### src/rtl/seq_alu.sv
// Multi-cycle RV32I execute unit: ALU ops, compares/branches, serial or barrel shifts (option SEQ_ALU_FAST_SHIFT_EN).
// Latency: 1 cycle for non-shift ops; shifts take amount+1 cycles (1 cycle when SEQ_ALU_FAST_SHIFT_EN is defined).
// Backpressure: START is taken only while BUSY=0; a START during a serial shift is dropped, not queued.
module seq_alu #(
    parameter int XLEN = 32
) (
    input  logic            CLK,
    input  logic            RST,
    input  logic            START,
    input  logic [3:0]      ALUops,
    input  logic            UNSIGNED,
    input  logic [XLEN-1:0] OPA,
    input  logic [XLEN-1:0] OPB,
    output logic            BUSY,
    output logic            DONE,
    output logic [XLEN-1:0] RESULT,
    output logic            BRANCH
);

    localparam logic [3:0] OP_ADD  = 4'd0;
    localparam logic [3:0] OP_SUB  = 4'd1;
    localparam logic [3:0] OP_SLL  = 4'd2;
    localparam logic [3:0] OP_SRL  = 4'd3;
    localparam logic [3:0] OP_SRA  = 4'd4;
    localparam logic [3:0] OP_XOR  = 4'd5;
    localparam logic [3:0] OP_OR   = 4'd6;
    localparam logic [3:0] OP_AND  = 4'd7;
    localparam logic [3:0] OP_SLT  = 4'd8;
    localparam logic [3:0] OP_EQ   = 4'd9;
    localparam logic [3:0] OP_NE   = 4'd10;
    localparam logic [3:0] OP_LT   = 4'd11;
    localparam logic [3:0] OP_GE   = 4'd12;
    localparam logic [3:0] OP_PASS = 4'd15;

`ifdef SEQ_ALU_FAST_SHIFT_EN
    typedef enum logic [1:0] {IDLE, FINISH} state_t;
`else
    typedef enum logic [1:0] {IDLE, SHIFT, FINISH} state_t;
`endif

    state_t          state;
    logic [XLEN-1:0] imm_res;
    logic            imm_br;
    logic            lt;
    logic            is_shift;

    // Single-cycle result straight from the accepted inputs (registered on the accept edge).
    always_comb begin
        imm_res  = '0;
        imm_br   = 1'b0;
        lt       = UNSIGNED ? (OPA < OPB) : ($signed(OPA) < $signed(OPB));
        is_shift = (ALUops == OP_SLL) || (ALUops == OP_SRL) || (ALUops == OP_SRA);
        case (ALUops)
            OP_ADD:  imm_res = OPA + OPB;
            OP_SUB:  imm_res = OPA - OPB;
`ifdef SEQ_ALU_FAST_SHIFT_EN
            OP_SLL:  imm_res = OPA << OPB[4:0];
            OP_SRL:  imm_res = OPA >> OPB[4:0];
            OP_SRA:  imm_res = $unsigned($signed(OPA) >>> OPB[4:0]);
`else
            // Only reached with a zero shift amount; the operand passes through.
            OP_SLL, OP_SRL, OP_SRA: imm_res = OPA;
`endif
            OP_XOR:  imm_res = OPA ^ OPB;
            OP_OR:   imm_res = OPA | OPB;
            OP_AND:  imm_res = OPA & OPB;
            OP_SLT:  imm_res = {{(XLEN-1){1'b0}}, lt};
            OP_EQ:   imm_br  = (OPA == OPB);
            OP_NE:   imm_br  = (OPA != OPB);
            OP_LT:   imm_br  = lt;
            OP_GE:   imm_br  = ~lt;
            OP_PASS: imm_res = OPB;
            default: begin
                imm_res = '0;
                imm_br  = 1'b0;
            end
        endcase
    end

`ifdef SEQ_ALU_FAST_SHIFT_EN
    assign BUSY = 1'b0;

    // Every op completes on the accept edge; FINISH only exists to pulse DONE.
    always_ff @(posedge CLK) begin
        if (RST) begin
            state  <= IDLE;
            DONE   <= 1'b0;
            RESULT <= '0;
            BRANCH <= 1'b0;
        end else begin
            DONE <= 1'b0;
            if (START) begin
                RESULT <= imm_res;
                BRANCH <= imm_br;
                DONE   <= 1'b1;
                state  <= FINISH;
            end else begin
                state  <= IDLE;
            end
        end
    end
`else
    logic [3:0]      op_q;
    logic [4:0]      cnt_q;
    logic [XLEN-1:0] sh_q;
    logic [XLEN-1:0] sh_nxt;
    logic            busy_q;

    assign BUSY = busy_q;

    // One-bit step of the serial shifter for the latched shift kind.
    always_comb begin
        case (op_q)
            OP_SLL:  sh_nxt = {sh_q[XLEN-2:0], 1'b0};
            OP_SRL:  sh_nxt = {1'b0, sh_q[XLEN-1:1]};
            default: sh_nxt = {sh_q[XLEN-1], sh_q[XLEN-1:1]};
        endcase
    end

    // Control FSM with registered outputs; reset abandons any shift in flight.
    always_ff @(posedge CLK) begin
        if (RST) begin
            state  <= IDLE;
            busy_q <= 1'b0;
            DONE   <= 1'b0;
            RESULT <= '0;
            BRANCH <= 1'b0;
            op_q   <= '0;
            cnt_q  <= '0;
            sh_q   <= '0;
        end else begin
            DONE <= 1'b0;
            case (state)
                SHIFT: begin
                    sh_q  <= sh_nxt;
                    cnt_q <= cnt_q - 5'd1;
                    if (cnt_q == 5'd1) begin
                        RESULT <= sh_nxt;
                        BRANCH <= 1'b0;
                        DONE   <= 1'b1;
                        busy_q <= 1'b0;
                        state  <= FINISH;
                    end
                end
                default: begin
                    if (START) begin
                        if (is_shift && (OPB[4:0] != 5'd0)) begin
                            op_q   <= ALUops;
                            sh_q   <= OPA;
                            cnt_q  <= OPB[4:0];
                            busy_q <= 1'b1;
                            state  <= SHIFT;
                        end else begin
                            RESULT <= imm_res;
                            BRANCH <= imm_br;
                            DONE   <= 1'b1;
                            state  <= FINISH;
                        end
                    end else begin
                        state <= IDLE;
                    end
                end
            endcase
        end
    end
`endif

endmodule

### config.mk
export PLATFORM = sky130hd
export DESIGN_NAME = seq_alu
export DESIGN_NICKNAME = d
export VERILOG_FILES = /design/src/rtl/seq_alu.sv
export SDC_FILE = /design/constraint.sdc
export NUM_CORES = 1
export LEC_CHECK = 0
export ABC_AREA = 1
export CAP_MARGIN = 20
export CORE_ASPECT_RATIO = 0.9
export CORE_MARGIN = 2
export CORE_UTILIZATION = 60
export CTS_CLUSTER_DIAMETER = 150
export DETAILED_ROUTE_END_ITERATION = 10
export PLACE_DENSITY = 0.84
export RECOVER_POWER = 100
export SYNTH_ARGS = -nofsm -noshare
export SYNTH_HDL_FRONTEND = slang
export SYNTH_SLANG_ARGS = --single-unit
### constraint.sdc
create_clock -name CLK -period 3.75 [get_ports CLK]
set_input_delay 0.75 -clock CLK [delete_from_list [all_inputs] [get_ports CLK]]
set_output_delay 0.75 -clock CLK [all_outputs]
set_load 0.05 [all_outputs]
==> impl_summary.txt, run 1 <==
----------------------------------------------------
[Synth]
  Area fraction of the dominant cell type after synthesis ... 0.1801
  Share of synthesized registers carrying an async set or reset ... 0
  Number of nets produced by synthesis ... 1977
  Synth unique cells ... 43
  Number of synthesized register bits ... 78
  Post-synthesis cell area ... 10130 um^2
  Leading cell types by total area after synthesis ... sky130_fd_sc_hd__nand2_1 (18%), sky130_fd_sc_hd__dfxtp_1 (15%), sky130_fd_sc_hd__ha_1 (13%)
  Number of cells produced by synthesis ... 1798
  Sequential cell area fraction in the yosys report ... 0.1542
  Top_reg_cell synth ... sky130_fd_sc_hd__dfxtp_1
  Mean instance size in the synthesized netlist ... 5.634 um^2
  Cell type contributing the most total cell area after synthesis ... sky130_fd_sc_hd__nand2_1
  Count of flip-flops with a built-in enable after synthesis ... 0
  Total of warnings raised by yosys ... 0

[Die]
  Starting density of the core ... 0.6058
  Core outline area ... 16720 um^2
  Row count ... 45
  Die Y ... 127.3 um
  Count of boundary I/O pins ... 107
  Die Span X ... 141.0 um
  Die Outline Area ... 17940 um^2

[Worst hold path]
  Hold Crit Endpoint ... op_q[3]$_SDFFE_PP0P_
  Start point of the worst hold path ... op_q[3]$_SDFFE_PP0P_
  Cell depth of the worst min-delay path ... 2
  Path type of the worst min-delay path ... flip-flop to flip-flop

[GRT]
  Pin count of the biggest net entering global routing ... 51
  Total congestion overflow ... 0
  Total GRT Usage ... 0.4607
  Wire length of the first global-routing pass ... 64720 um
  Antenna violations before repair ... 0
  Via count of the first global-routing pass ... 12030

[Setup path]
  Required time worst endpoint ... 3.96 ns
  Critical-path cell with the highest stage delay ... sky130_fd_sc_hd__nor2_1
  Worst R2R End ... RESULT[8]$_SDFFE_PP0P_
  Setup crit end kind ... flip-flop
  Worst Path Buf+Inv ... 4
  R2R Setup Slk ... 0.96 ns
  Critical path cell sequence ... clkdlybuf4s50_1 > inv_1 > a21oi_2 > o21ai_4 > inv_2 > nand2_1 > nand2_1 > nor2_1 > nor2_1 > inv_4 > o21ai_0 > a31oi_1
  Startpoint-to-endpoint class of the critical path ... primary input to flip-flop
  Critical path startpoint category ... primary input
  Crit-path leading delay family ... buffers and inverters
  Data arrival at the endpoint of the critical path ... 3.73 ns
  Max FO, Critical Path ... 42
  Worst R2R Start ... state[0]$_SDFFE_PP0P_
  Stage delay of the slowest cell on the critical path ... 0.77 ns
  Number of cells on the worst reg-to-reg path ... 8

[STA]
  Max-slew headroom ... 0.2238
  Worst Max-Slew Pin Slew ... 1.164 ns
  Number of failing setup endpoints in the final timing report ... 0
  Final Hold Violating Endpoints ... 0
  Setup ws final ... 0.2265 ns
  Max-slew violation count ... 0
  Setup TNS Final ... 0 ns
  Crit share post-route ... 0.9396
  RSZ-0062 raised after global routing ... no
  Fin crit period ... 3.524 ns
  Final Skew ... 0.007848 ns
  Maximum operating frequency ... 0.2838 GHz

[Power and ir drop]
  PD cells ... 294.6 nW/um^2
  Leakage ... 6.059 nW
  Peak supply drop ... 312.5 uV

[Placed design]
  Worst slack at placement ... 0.3118 ns
  Weighted congestion at the end of routability-driven global placement ... 1.022
  Post-placement cell area ... 11400 um^2
  Post-detailed-placement half-perimeter wirelength ... 31880 um
  Port Buffer Count ... 106

[Clocking]
  CTS sink count ... 78
  Number of buffers added by the clock tree synthesis step ... 9
  CTS tree ... done
  Post-CTS Hold Fix Bufs ... 0
  Post-CTS setup buffer count ... 0
  Clk_lat worst skew ... 0.35 ns
  Buffer cell driving the clock tree root ... sky130_fd_sc_hd__clkbuf_16
  CTS max path bufs ... 2
  H-tree lvl count ... 3
  Resized Gates After CTS ... 0
  Clock-pin slew on the worst setup and hold paths ... 0.07 ns

[Detailed routing]
  Detail Route Antenna Nets ... 0
  Avg Vias per Cell ... 6.170
  DR vias ... 12919
  Final routed wire length divided by cell count ... 20.21 um
  Starting DRT DRC Count ... 1616
  Remaining design rule violation count ... 0
  First-pass DRT Iterations ... 6
  Routed WL ... 42310 um

[Cells and area]
  Final instance area ... 11700 um^2
  Number of nets in the finished design ... 2057
  Post-synthesis to final-layout area growth ... 15.51%
  Diodes inserted ... 0
  Fill count ... 1506
  Share of cells above drive strength 1 ... 0.04089

[Job]
  Number of max-capacitance violations reported ... 0

[Run status]
  Result of the run ... complete, no violations

----------------------------------------------------
[placed cells by master (no fill, tap or decap), drive strengths merged, types with 53 or more instances in the layout]
| cell | n |
|---|---|
| a21oi | 130 |
| o21ai | 119 |
| clkdlybuf4s50 | 70 |
| inv | 290 |
| dfxtp | 78 |
| nand2 | 486 |
| ha | 105 |
| nand3 | 135 |
| o22ai | 53 |
| nor2 | 196 |
[worst register-to-register path, delay by kind of cell, from the launching register on]
kind                   cells  cell delay [ns]
buffers and inverters      3             0.91
AOI/OAI and AO/OA          2             0.37
DFF                        1             0.31
and+or+nand+nor            3             1.06
[synth_stat cells (all sizes together) (24+ instances only)]
master	count
a21oi	130
nand2	486
nand3	135
a211oi	24
ha	105
clkbuf	26
buf	50
inv	289
nor2	196
o22ai	53
dfxtp	78
o21ai	119
[cells by family after synthesis]
family,after synthesis,synth area share
adder cells (fa/ha/maj),107,0.1336
AO/OA/AOI/OAI,374,0.2086
buffers and inverters,367,0.1448
XOR/XNOR,6,0.005188
AND/OR/NAND/NOR,866,0.3536
flip-flops,78,0.1542
[how the worst max path moves through the flow]
stage | cells after the start | slack, ns | end | startpoint
after floorplan | 18 | 1.30 | BRANCH$_SDFFE_PP0P_ | OPA[0]
after global placement | 17 | 0.30 | RESULT[23]$_SDFFE_PP0P_ | OPB[5]
after detailed placement | 14 | 0.31 | RESULT[26]$_SDFFE_PP0P_ | OPB[17]
after CTS | 17 | 0.62 | RESULT[0]$_SDFFE_PP0P_ | OPB[0]
after global routing | 12 | 0.09 | RESULT[7]$_SDFFE_PP0P_ | ALUops[2]
final | 12 | 0.23 | RESULT[8]$_SDFFE_PP0P_ | ALUops[2]
[state kept, by name (all words and copies together), names as in the netlist]
name / flops
op_q: 4
BUSY: 1
cnt_q: 5
BRANCH: 1
sh_q: 32
DONE: 1
RESULT: 32
state: 2
[metrics by stage]
| stage | hold WS (ns) | instances | power (W) | utilization |
|---|---|---|---|---|
| 2_1_floorplan | 0.4192 | 1798 | 0.001907 | - |
| 3_3_place_gp | 0.4291 | 2078 | 0.002406 | 0.6819 |
| 3_5_place_dp | 0.4392 | 2078 | 0.002422 | 0.6819 |
| 4_1_cts | 0.4503 | 2094 | 0.003397 | 0.7018 |
| 5_1_grt | 0.4673 | 2094 | 0.003592 | 0.6997 |
| 6_report | 0.4516 | 2094 | 0.003447 | 0.6997 |
[cell type report]
class	count	area [um^2]	share of cell area
Multi-Input combinational cell	1353	7074	0.6046
Sequential cell	78	1562	0.1334
Timing Repair Buffer	145	1375	0.1175
Inverter	291	1095	0.09356
Tap cell	211	264.0	0.02256
Clock buffer	10	239.0	0.02042
Clock inverter	6	92.59	0.007913
[per-layer routing]
| layer | global-route usage | up-vias | routed length [um] |
|---|---|---|---|
| li1 | - | 5981 | - |
| met1 | 0.5606 | 5725 | 15470 |
| met2 | 0.7303 | 973 | 18110 |
| met3 | 0.1031 | 240 | 5172 |
| met4 | 0.3124 | 0 | 3562 |
| met5 | 0 | - | 0 |
[report_power, final]
part           internal [W]  total (W)  leakage (nW)  switching, W
Sequential         0.000895   0.000942         0.640     0.0000477
Clock              0.000605   0.000981         0.155      0.000377
Combinational      0.000468    0.00152          5.26       0.00106
Total               0.00197    0.00345          6.06       0.00148
No activity file was read; power rests on OpenSTA's default activity.
==> run 2, diff against run 1 <==
CAP_MARGIN = default   (was 20)
==> results of run 2 <==
Same layout as run 1: the final DEF is identical, and so are final timing and power.
